==> src/rtl/traffic_light_n.sv <==
// Multi-direction traffic light controller with sensor-driven phase
// skipping, green extension, a freeze input and per-direction BCD timers.
//
// Parameters:
//   NUM_DIR  (2..4)      number of approach directions
//   GREEN_T  (1..99)     green phase length in time units
//   YELLOW_T (1..99)     yellow phase length in time units
//   ALLRED_T (1..99)     all-red clearance length in time units
//   TICK_DIV (1..65536)  Clk cycles per time unit
//
// Ports:
//   Clk     in   rising-edge clock
//   R       in   synchronous active-high reset (overrides HOLD)
//   SENSE   in   [NUM_DIR]   vehicle-present request per direction
//   HOLD    in   freeze prescaler, timer, state and lamps
//   GREEN   out  [NUM_DIR]   green lamp per direction
//   YELLOW  out  [NUM_DIR]   yellow lamp per direction
//   RED     out  [NUM_DIR]   red lamp per direction
//   TIME_L  out  [4*NUM_DIR] BCD units of remaining time, nibble i = dir i
//   TIME_H  out  [4*NUM_DIR] BCD tens of remaining time, same packing
//   ACTIVE  out  [2]         current or most recent non-red direction
module traffic_light_n #(
    parameter int NUM_DIR  = 2,
    parameter int GREEN_T  = 30,
    parameter int YELLOW_T = 5,
    parameter int ALLRED_T = 1,
    parameter int TICK_DIV = 1
) (
    input  logic                   Clk,
    input  logic                   R,
    input  logic [NUM_DIR-1:0]     SENSE,
    input  logic                   HOLD,
    output logic [NUM_DIR-1:0]     GREEN,
    output logic [NUM_DIR-1:0]     YELLOW,
    output logic [NUM_DIR-1:0]     RED,
    output logic [4*NUM_DIR-1:0]   TIME_L,
    output logic [4*NUM_DIR-1:0]   TIME_H,
    output logic [1:0]             ACTIVE
);

    typedef enum logic [1:0] {
        ST_GREEN  = 2'd0,
        ST_YELLOW = 2'd1,
        ST_ALLRED = 2'd2
    } state_t;

    localparam logic [15:0] PRE_MAX = 16'(TICK_DIV - 1);
    localparam logic [6:0]  GT      = 7'(GREEN_T);
    localparam logic [6:0]  YT      = 7'(YELLOW_T);
    localparam logic [6:0]  AT      = 7'(ALLRED_T);

    // Lamp and digit images loaded by reset: GREEN(0) with GREEN_T shown.
    localparam logic [NUM_DIR-1:0]   RST_G  = NUM_DIR'(1);
    localparam logic [NUM_DIR-1:0]   RST_R  = ~RST_G;
    localparam logic [4*NUM_DIR-1:0] RST_TL = (4*NUM_DIR)'(GREEN_T % 10);
    localparam logic [4*NUM_DIR-1:0] RST_TH = (4*NUM_DIR)'(GREEN_T / 10);

    state_t      r_state;
    state_t      w_state_nxt;
    logic [6:0]  r_rem;
    logic [6:0]  w_rem_nxt;
    logic [1:0]  r_active;
    logic [1:0]  w_active_nxt;
    logic [15:0] r_pre;
    logic [15:0] w_pre_nxt;
    logic        w_tick;

    logic [NUM_DIR-1:0] w_self;
    logic               w_others;
    logic [3:0]         w_sense4;
    logic [1:0]         w_next_dir;

    logic [NUM_DIR-1:0]   w_green;
    logic [NUM_DIR-1:0]   w_yellow;
    logic [NUM_DIR-1:0]   w_red;
    logic [4*NUM_DIR-1:0] w_tl;
    logic [4*NUM_DIR-1:0] w_th;
    logic [3:0]           w_tens;
    logic [3:0]           w_units;

    assign w_tick   = (r_pre == PRE_MAX);
    assign w_sense4 = 4'(SENSE);

    always_comb begin
        w_self = '0;
        for (int k = 0; k < NUM_DIR; k++) begin
            w_self[k] = (2'(k) == r_active);
        end
    end

    // Any request from a direction other than the one holding green.
    assign w_others = |(SENSE & ~w_self);

    // Cyclic search i+1 .. i+NUM_DIR-1 for the first requesting direction;
    // falls back to (i+1) mod NUM_DIR when nobody is waiting.
    always_comb begin
        logic [2:0] w_cand;
        logic       w_found;
        w_cand     = '0;
        w_found    = 1'b0;
        w_next_dir = '0;
        for (int k = 1; k < NUM_DIR; k++) begin
            w_cand = {1'b0, r_active} + 3'(k);
            if (w_cand >= 3'(NUM_DIR)) begin
                w_cand = w_cand - 3'(NUM_DIR);
            end
            if (k == 1) begin
                w_next_dir = w_cand[1:0];
            end
            if (!w_found && w_sense4[w_cand[1:0]]) begin
                w_found    = 1'b1;
                w_next_dir = w_cand[1:0];
            end
        end
    end

    // Phase sequencing. A phase ends on the tick that finds REM==1, so a
    // phase loaded with N lasts exactly N ticks.
    always_comb begin
        w_state_nxt  = r_state;
        w_rem_nxt    = r_rem;
        w_active_nxt = r_active;
        w_pre_nxt    = r_pre;
        if (!HOLD) begin
            w_pre_nxt = w_tick ? 16'd0 : r_pre + 16'd1;
            if (w_tick) begin
                if (r_rem > 7'd1) begin
                    w_rem_nxt = r_rem - 7'd1;
                end else begin
                    unique case (r_state)
                        ST_GREEN: begin
                            if (w_others) begin
                                w_state_nxt = ST_YELLOW;
                                w_rem_nxt   = YT;
                            end else begin
                                w_rem_nxt   = GT;
                            end
                        end
                        ST_YELLOW: begin
                            w_state_nxt = ST_ALLRED;
                            w_rem_nxt   = AT;
                        end
                        ST_ALLRED: begin
                            w_state_nxt  = ST_GREEN;
                            w_rem_nxt    = GT;
                            w_active_nxt = w_next_dir;
                        end
                        default: begin
                            w_state_nxt  = ST_GREEN;
                            w_rem_nxt    = GT;
                            w_active_nxt = 2'd0;
                        end
                    endcase
                end
            end
        end
    end

    assign w_tens  = 4'(w_rem_nxt / 7'd10);
    assign w_units = 4'(w_rem_nxt % 7'd10);

    // Lamp and digit images are decoded from the next state so the output
    // registers update in the same edge as the state they describe.
    always_comb begin
        w_green  = '0;
        w_yellow = '0;
        w_red    = '1;
        w_tl     = '0;
        w_th     = '0;
        for (int k = 0; k < NUM_DIR; k++) begin
            if (2'(k) == w_active_nxt) begin
                w_green[k]    = (w_state_nxt == ST_GREEN);
                w_yellow[k]   = (w_state_nxt == ST_YELLOW);
                w_red[k]      = !(w_green[k] || w_yellow[k]);
                w_tl[4*k +: 4] = w_units;
                w_th[4*k +: 4] = w_tens;
            end
        end
    end

    always_ff @(posedge Clk) begin
        if (R) begin
            r_state  <= ST_GREEN;
            r_rem    <= GT;
            r_active <= 2'd0;
            r_pre    <= 16'd0;
            GREEN    <= RST_G;
            YELLOW   <= '0;
            RED      <= RST_R;
            TIME_L   <= RST_TL;
            TIME_H   <= RST_TH;
            ACTIVE   <= 2'd0;
        end else begin
            r_state  <= w_state_nxt;
            r_rem    <= w_rem_nxt;
            r_active <= w_active_nxt;
            r_pre    <= w_pre_nxt;
            GREEN    <= w_green;
            YELLOW   <= w_yellow;
            RED      <= w_red;
            TIME_L   <= w_tl;
            TIME_H   <= w_th;
            ACTIVE   <= w_active_nxt;
        end
    end

endmodule
==> config.mk <==
export PLATFORM = sky130hd
export DESIGN_NAME = traffic_light_n
export DESIGN_NICKNAME = d
export VERILOG_FILES = /design/src/rtl/traffic_light_n.sv
export SDC_FILE = /design/constraint.sdc
export NUM_CORES = 1
export LEC_CHECK = 0
export CORE_MARGIN = 8
export CORE_UTILIZATION = 55
export CTS_BUF_LIST = sky130_fd_sc_hd__clkbuf_8
export CTS_CLUSTER_DIAMETER = 50
export DETAILED_ROUTE_END_ITERATION = 16
export GPL_ROUTABILITY_DRIVEN = 1
export HOLD_SLACK_MARGIN = 0.15
export PLACE_DENSITY = 0.9
export SYNTH_ARGS = -nofsm -noshare
export SYNTH_HDL_FRONTEND = slang
export SYNTH_SLANG_ARGS = --single-unit
==> constraint.sdc <==
create_clock -name Clk -period 7.89 [get_ports Clk]
set_input_delay 1.9725 -clock Clk [delete_from_list [all_inputs] [get_ports Clk]]
set_output_delay 1.9725 -clock Clk [all_outputs]
set_load 0.02 [all_outputs]
# Yosys cells after proc, flatten, opt, wreduce, memory -nomap -nowiden
# Index checks and enable logic that the tools add are counted.
# W data, S select, Z words.
word_totals:
  ff_bits: 49
  latch_bits: 0
  ram_bits: 0
  mem_bits_ro: 0
  inputBits: 5
  out_inout_bits: 24
  elab_cells: 62
  memories: 0
classes:
  add_sub_neg: 4
  n_mul: 0
  div: 2
  magnitude_cmp: 2
  eq_ne: 5
  shift: 0
  mux: 19
  n_bitwise: 4
  reduce_logical: 11
op_table:
  columns: ["cell", "n"]
  rows:
  - ["$mux W7", 3]
  - ["$mux W2", 9]
  - ["$add A16 B1 Y16 const B", 1]
  - ["$logic_not A16 Y1", 1]
  - ["$mux W16", 1]
  - ["$pmux W7 S2", 1]
  - ["$logic_not A2 Y1", 4]
  - ["$pmux W2 S2", 2]
  - ["$reduce_or A2 Y1", 4]
  - ["$div A7 B4 Y7 const B", 1]
  - ["$gt A7 B1 Y1 const B", 1]
  - ["$mod A7 B4 Y7 const B", 1]
  - ["$sub A7 B1 Y7 const B", 1]
  - ["$mux W5", 1]
  - ["$eq A1 B2 Y1 const A", 2]
  - ["$eq A2 B1 Y1 const B", 2]
  - ["$add A2 B1 Y3 const B", 1]
  - ["$ge A3 B2 Y1 const B", 1]
  - ["$and A2 B2 Y2", 1]
  - ["$eq A2 B2 Y1 const B", 1]
  - ["$mux W1", 2]
  - ["$not A1 Y1", 2]
  - ["$not A2 Y2", 1]
  - ["$sub A2 B2 Y2 const B", 1]
  - ["other kinds (2)", 2]

# Depth between registers and ports, before layout
depth:
  depth_word: 13
  depth_mapped: 30
  depth_no_buf: 28

# Worst setup path after synthesis
# No wires, ideal clock.
synth_timing:
  path_kind: "input to register"
  startpoint: "input port HOLD"
  endpoint: "register TIME_L[1]"
  setup_time_ps: 121
  arrival_ps: 6454
  t_required_ps: 7769
  slack_ps: 1314
  stages: 25
  n_path_buf: 0
  path_cell_list: "nor4_2 > nand4_4 > nor4_2 > mux2i_1 > o21ai_1 > inv_1 > ha_1 > inv_1 > o221ai_4 > a21oi_2 > a2bb2oi_1 > inv_1 > ha_1 > nand2_1 > nand2_1 > a31o_2 > a21oi_4 > xnor2_1 > ha_1 > inv_1 > a31o_2 > nand2_1 > mux2_4 > nand2_4 > mux2_4"
synth_via:
  elab_chain_len: 4
  elab_cells_between_ends: 6
  cone_classes: "div: 1; mux: 2; bitwise: 1; reduce/logical: 2"
synth_lines:
  columns: ["item", "line", "source"]
  rows:
  - ["start, declared", "32", "input logic HOLD,"]
  - ["branches (longest 4 deep; another with $mod A7 B4 Y7)", null, null]
  - ["end signal, assigned", "201", "TIME_L <= w_tl;"]
  - ["end, declared", "36", "output logic [4*NUM_DIR-1:0] TIME_L,"]
# Parallel ways; which one is timed is not known.
# A chain may end at the register's enable or synchronous reset.

# Worst setup path in the final report
layout_timing:
  startpoint: "input port HOLD"
  endpoint: "register TIME_L[6]"
layout_via:
  elab_chain_len: 4
  elab_cells_between_ends: 6
  cone_classes: "div: 1; eq/ne: 1; mux: 2; bitwise: 1; reduce/logical: 1"
layout_lines:
  columns: ["item"]
  rows:
  - ["branches (longest 4 deep; another with $mod A7 B4 Y7)"]
# Parallel ways; which one is timed is not known.

==> results by group <==
Outcome
  – Status: finished clean

Global routing
  – First-pass GRT wire length: 9210 µm
  – Pin count of the biggest net entering global routing: 18
  – Vias in the first global route: 1980
  – GRT Util Overall: 0.153
  – Grt ovf: 0
  – Initial antenna violation count: 0

Worst setup path
  – R2R Path End: TIME_L[6]$_SDFF_PP0_
  – Crit path max fanout: 7
  – CP max stage delay: 0.52 ns
  – Critical Path End: TIME_L[6]$_SDFF_PP0_
  – Setup Crit Path Kind: primary input to flop
  – R2R setup slack: 1.95 ns
  – Crit-path most repeated cell: inv_1
  – Crit path DAT: 7.59 ns
  – CP max-delay cell: clkdlybuf4s50_1
  – Worst Setup End Kind: flop
  – Req. time, crit path: 8.09 ns
  – Worst Setup SP: HOLD
  – Crit start category: primary input
  – FF-to-FF Start: r_rem[0]$_SDFF_PP0_
  – Worst r2r path cells: 28

Detailed routing
  – DRT iter0 DRCs: 149
  – DRT Wirelength: 5500 µm
  – Antenna-violating nets left: 0
  – Via count: 2100
  – Routed WL per cell: 14.6 µm
  – Drt pass-1 iters: 4
  – Number of vias per cell: 5.59
  – Post-route DRC: 0

STA
  – Final Hold Viols: 0
  – Final WS setup: 0.506 ns
  – Min cycle time layout: 7.38 ns
  – Worst Skew: 0.0101 ns
  – Fin Setup TNS: 0 ns
  – Slew Viols, Final: 0
  – Final Cycle Share: 0.936
  – RSZ-0062 raised after global routing: no
  – Achievable Freq: 0.135 GHz
  – Setup violations, final: 0
  – Slew HR: 0.590
  – Worst-Margin Slew: 0.615 ns

Clock network
  – Clk pin slew, worst setup/hold paths: 0.10 ns
  – CTS tree: built
  – CTS Buf Count: 5
  – CTS sink cnt: 49
  – Max clock buf depth: 2
  – H-tree Lvls: 2
  – Clock Latency Late Sink: 0.32 ns
  – Postcts setup bufs: 0
  – CTS root buffer: clkbuf_8

Power
  – Final Power: 0.547 mW
  – Static leakage: 1.18 nW
  – PwrDens: 178 mW/mm²
  – Peak supply drop: 0.0883 mV

Die
  – Die H: 85.1 µm
  – IO Pins: 29
  – Die Wd: 85.1 µm
  – Row Count: 25
  – Starting Density: 0.563
  – Core ar.: 0.00466 mm²
  – Die area: 0.00723 mm²

Yosys
  – Post-synth net total: 304
  – Share of the synthesized area in the top cell type: 0.374
  – Largest family of logic cells by synthesized area: simple AND/OR/NAND/NOR gates
  – Post-synthesis compound-gate area fraction: 0.155
  – Synth Warn #: 0
  – Synth Area per Inst: 9.01 µm²
  – Largest cells by area after synthesis: dfxtp_1 37%, nor2_1 7.2%, ha_1 3.8%, mux2_4 3.4%, xor2_1 3.3%
  – Multiplexer share of the synthesized area: 0.0573
  – Mapped cell area: 0.00262 mm²
  – Synth Register Bits: 49
  – Seq/Total Area, Yosys: 0.374
  – Synthesized netlist cell count: 291
  – Xor/xnor share of the synthesized area: 0.0601
  – Yosys cell types: 64
  – EDFF count, synth: 0
  – Ys async rst share: 0
  – Adder-cell share of the synthesized area: 0.0382
  – Post-synthesis simple-gate area fraction: 0.272
  – Leading area contributor after synthesis: dfxtp_1
  – Post-synth top flop: dfxtp_1

Finish
  – Commonest non-fill, non-tap cell in the layout: nor2_1
  – Area grow syn2layout: 17.3%
  – ANT cells: 0
  – Post-layout util: 0.660
  – Final-stage net count: 334
  – Design area: 0.00308 mm²
  – Share of layout cells above drive strength 1: 0.143
  – Most frequent cells in the layout: 50 x nor2_1, 49 x dfxtp_1, 28 x clkdlybuf4s50_1

Placement
  – Post-DP Area: 0.00295 mm²
  – Routability Congestion: 0.867
  – PortBufs: 28
  – Pre-CTS setup slack: 0.209 ns
  – DP HPWL: 4080 µm

Job
  – Max_cap viols: 0

Hold path
  – Worst Min Path Start: r_active[1]$_SDFF_PP0_
  – Worst hold path class: flop to flop
## worst min-delay path by stage
stage / endpoint / slack, ns / depth (start not counted)
2_1_floorplan: r_pre[8]$_SDFFE_PP0N_ / 0.49 / 2
5_1_grt: r_active[1]$_SDFF_PP0_ / 0.57 / 1
3_5_place_dp: r_pre[15]$_SDFFE_PP0N_ / 0.53 / 2
6_report: r_active[1]$_SDFF_PP0_ / 0.56 / 1
3_3_place_gp: r_pre[8]$_SDFFE_PP0N_ / 0.51 / 2
4_1_cts: r_pre[15]$_SDFFE_PP0N_ / 0.56 / 2
## cell families (layout without fill, tap and decap cells)
family,after synthesis,count (layout)
simple gates,125,125
mux,12,12
fa+ha+maj,8,8
flops,49,49
buf+inv,26,57
compound gates,53,53
xor+xnor,18,18
## report_power, final
| group | internal (mW) | switching [mW] |
|---|---|---|
| Combinational | 0.0430 | 0.0543 |
| Sequential | 0.255 | 0.00507 |
| Clock | 0.0972 | 0.0920 |
| Total | 0.395 | 0.151 |
## metal layers
metal,global-route usage,wire length (µm),part of all wire
met5,0,0,0
met4,0.0599,82,0.015
met2,0.240,2460,0.45
met1,0.195,2680,0.49
met3,0.0396,278,0.051
## synthesized netlist by cell type (all sizes together), types with 3 or more instances
cell type  count
nor2          50
dfxtp         49
nand2         21
a21oi         20
inv           18
xor2          10
nand2b         9
ha             8
o21ai          8
xnor2          8
nand3          7
mux2           6
mux2i          6
and3           5
clkbuf         5
nor4           5
or3            5
nand4          4
a22oi          3
and2           3
buf            3
o22ai          3
## critical path: cells and delay by family
family / cells / cell delay [ns]
AOI/OAI and AO/OA: 7 / 1.61
and+or+nand+nor: 7 / 1.36
buffers and inverters: 5 / 0.97
muxes: 3 / 0.81
adders and majority gates: 3 / 0.69
xor gates and xnor gates: 1 / 0.15
## through the flow
step,std cells,hold slack [ns]
final,376,0.558
after global placement,368,0.513
after global routing,376,0.566
after CTS,376,0.558
after detailed placement,368,0.528
after floorplan,291,0.494
## final cells by class
class / instances / area, µm²
inverters: 18 / 67.6
clock buffers: 5 / 68.8
well taps: 54 / 67.6
multi-input cells: 216 / 1540
repair buffers: 31 / 303
clock inverters: 3 / 50.0
flip-flops and latches: 49 / 981
fillers: 376 / 1590
## flip-flops by register name, summed over array words and instances, names as in the netlist
signal,flops
GREEN,2
RED,2
TIME_H,8
TIME_L,8
YELLOW,2
r_active,2
r_pre,16
r_rem,7
r_state,2
## what timing repair did
item                                    in CTS  in global routing
gates resized for setup                      0                  1
hold buffers                                 0                  0
endpoints found under the setup margin       0                  4
Note: power is estimated with default switching activity, not from simulation.
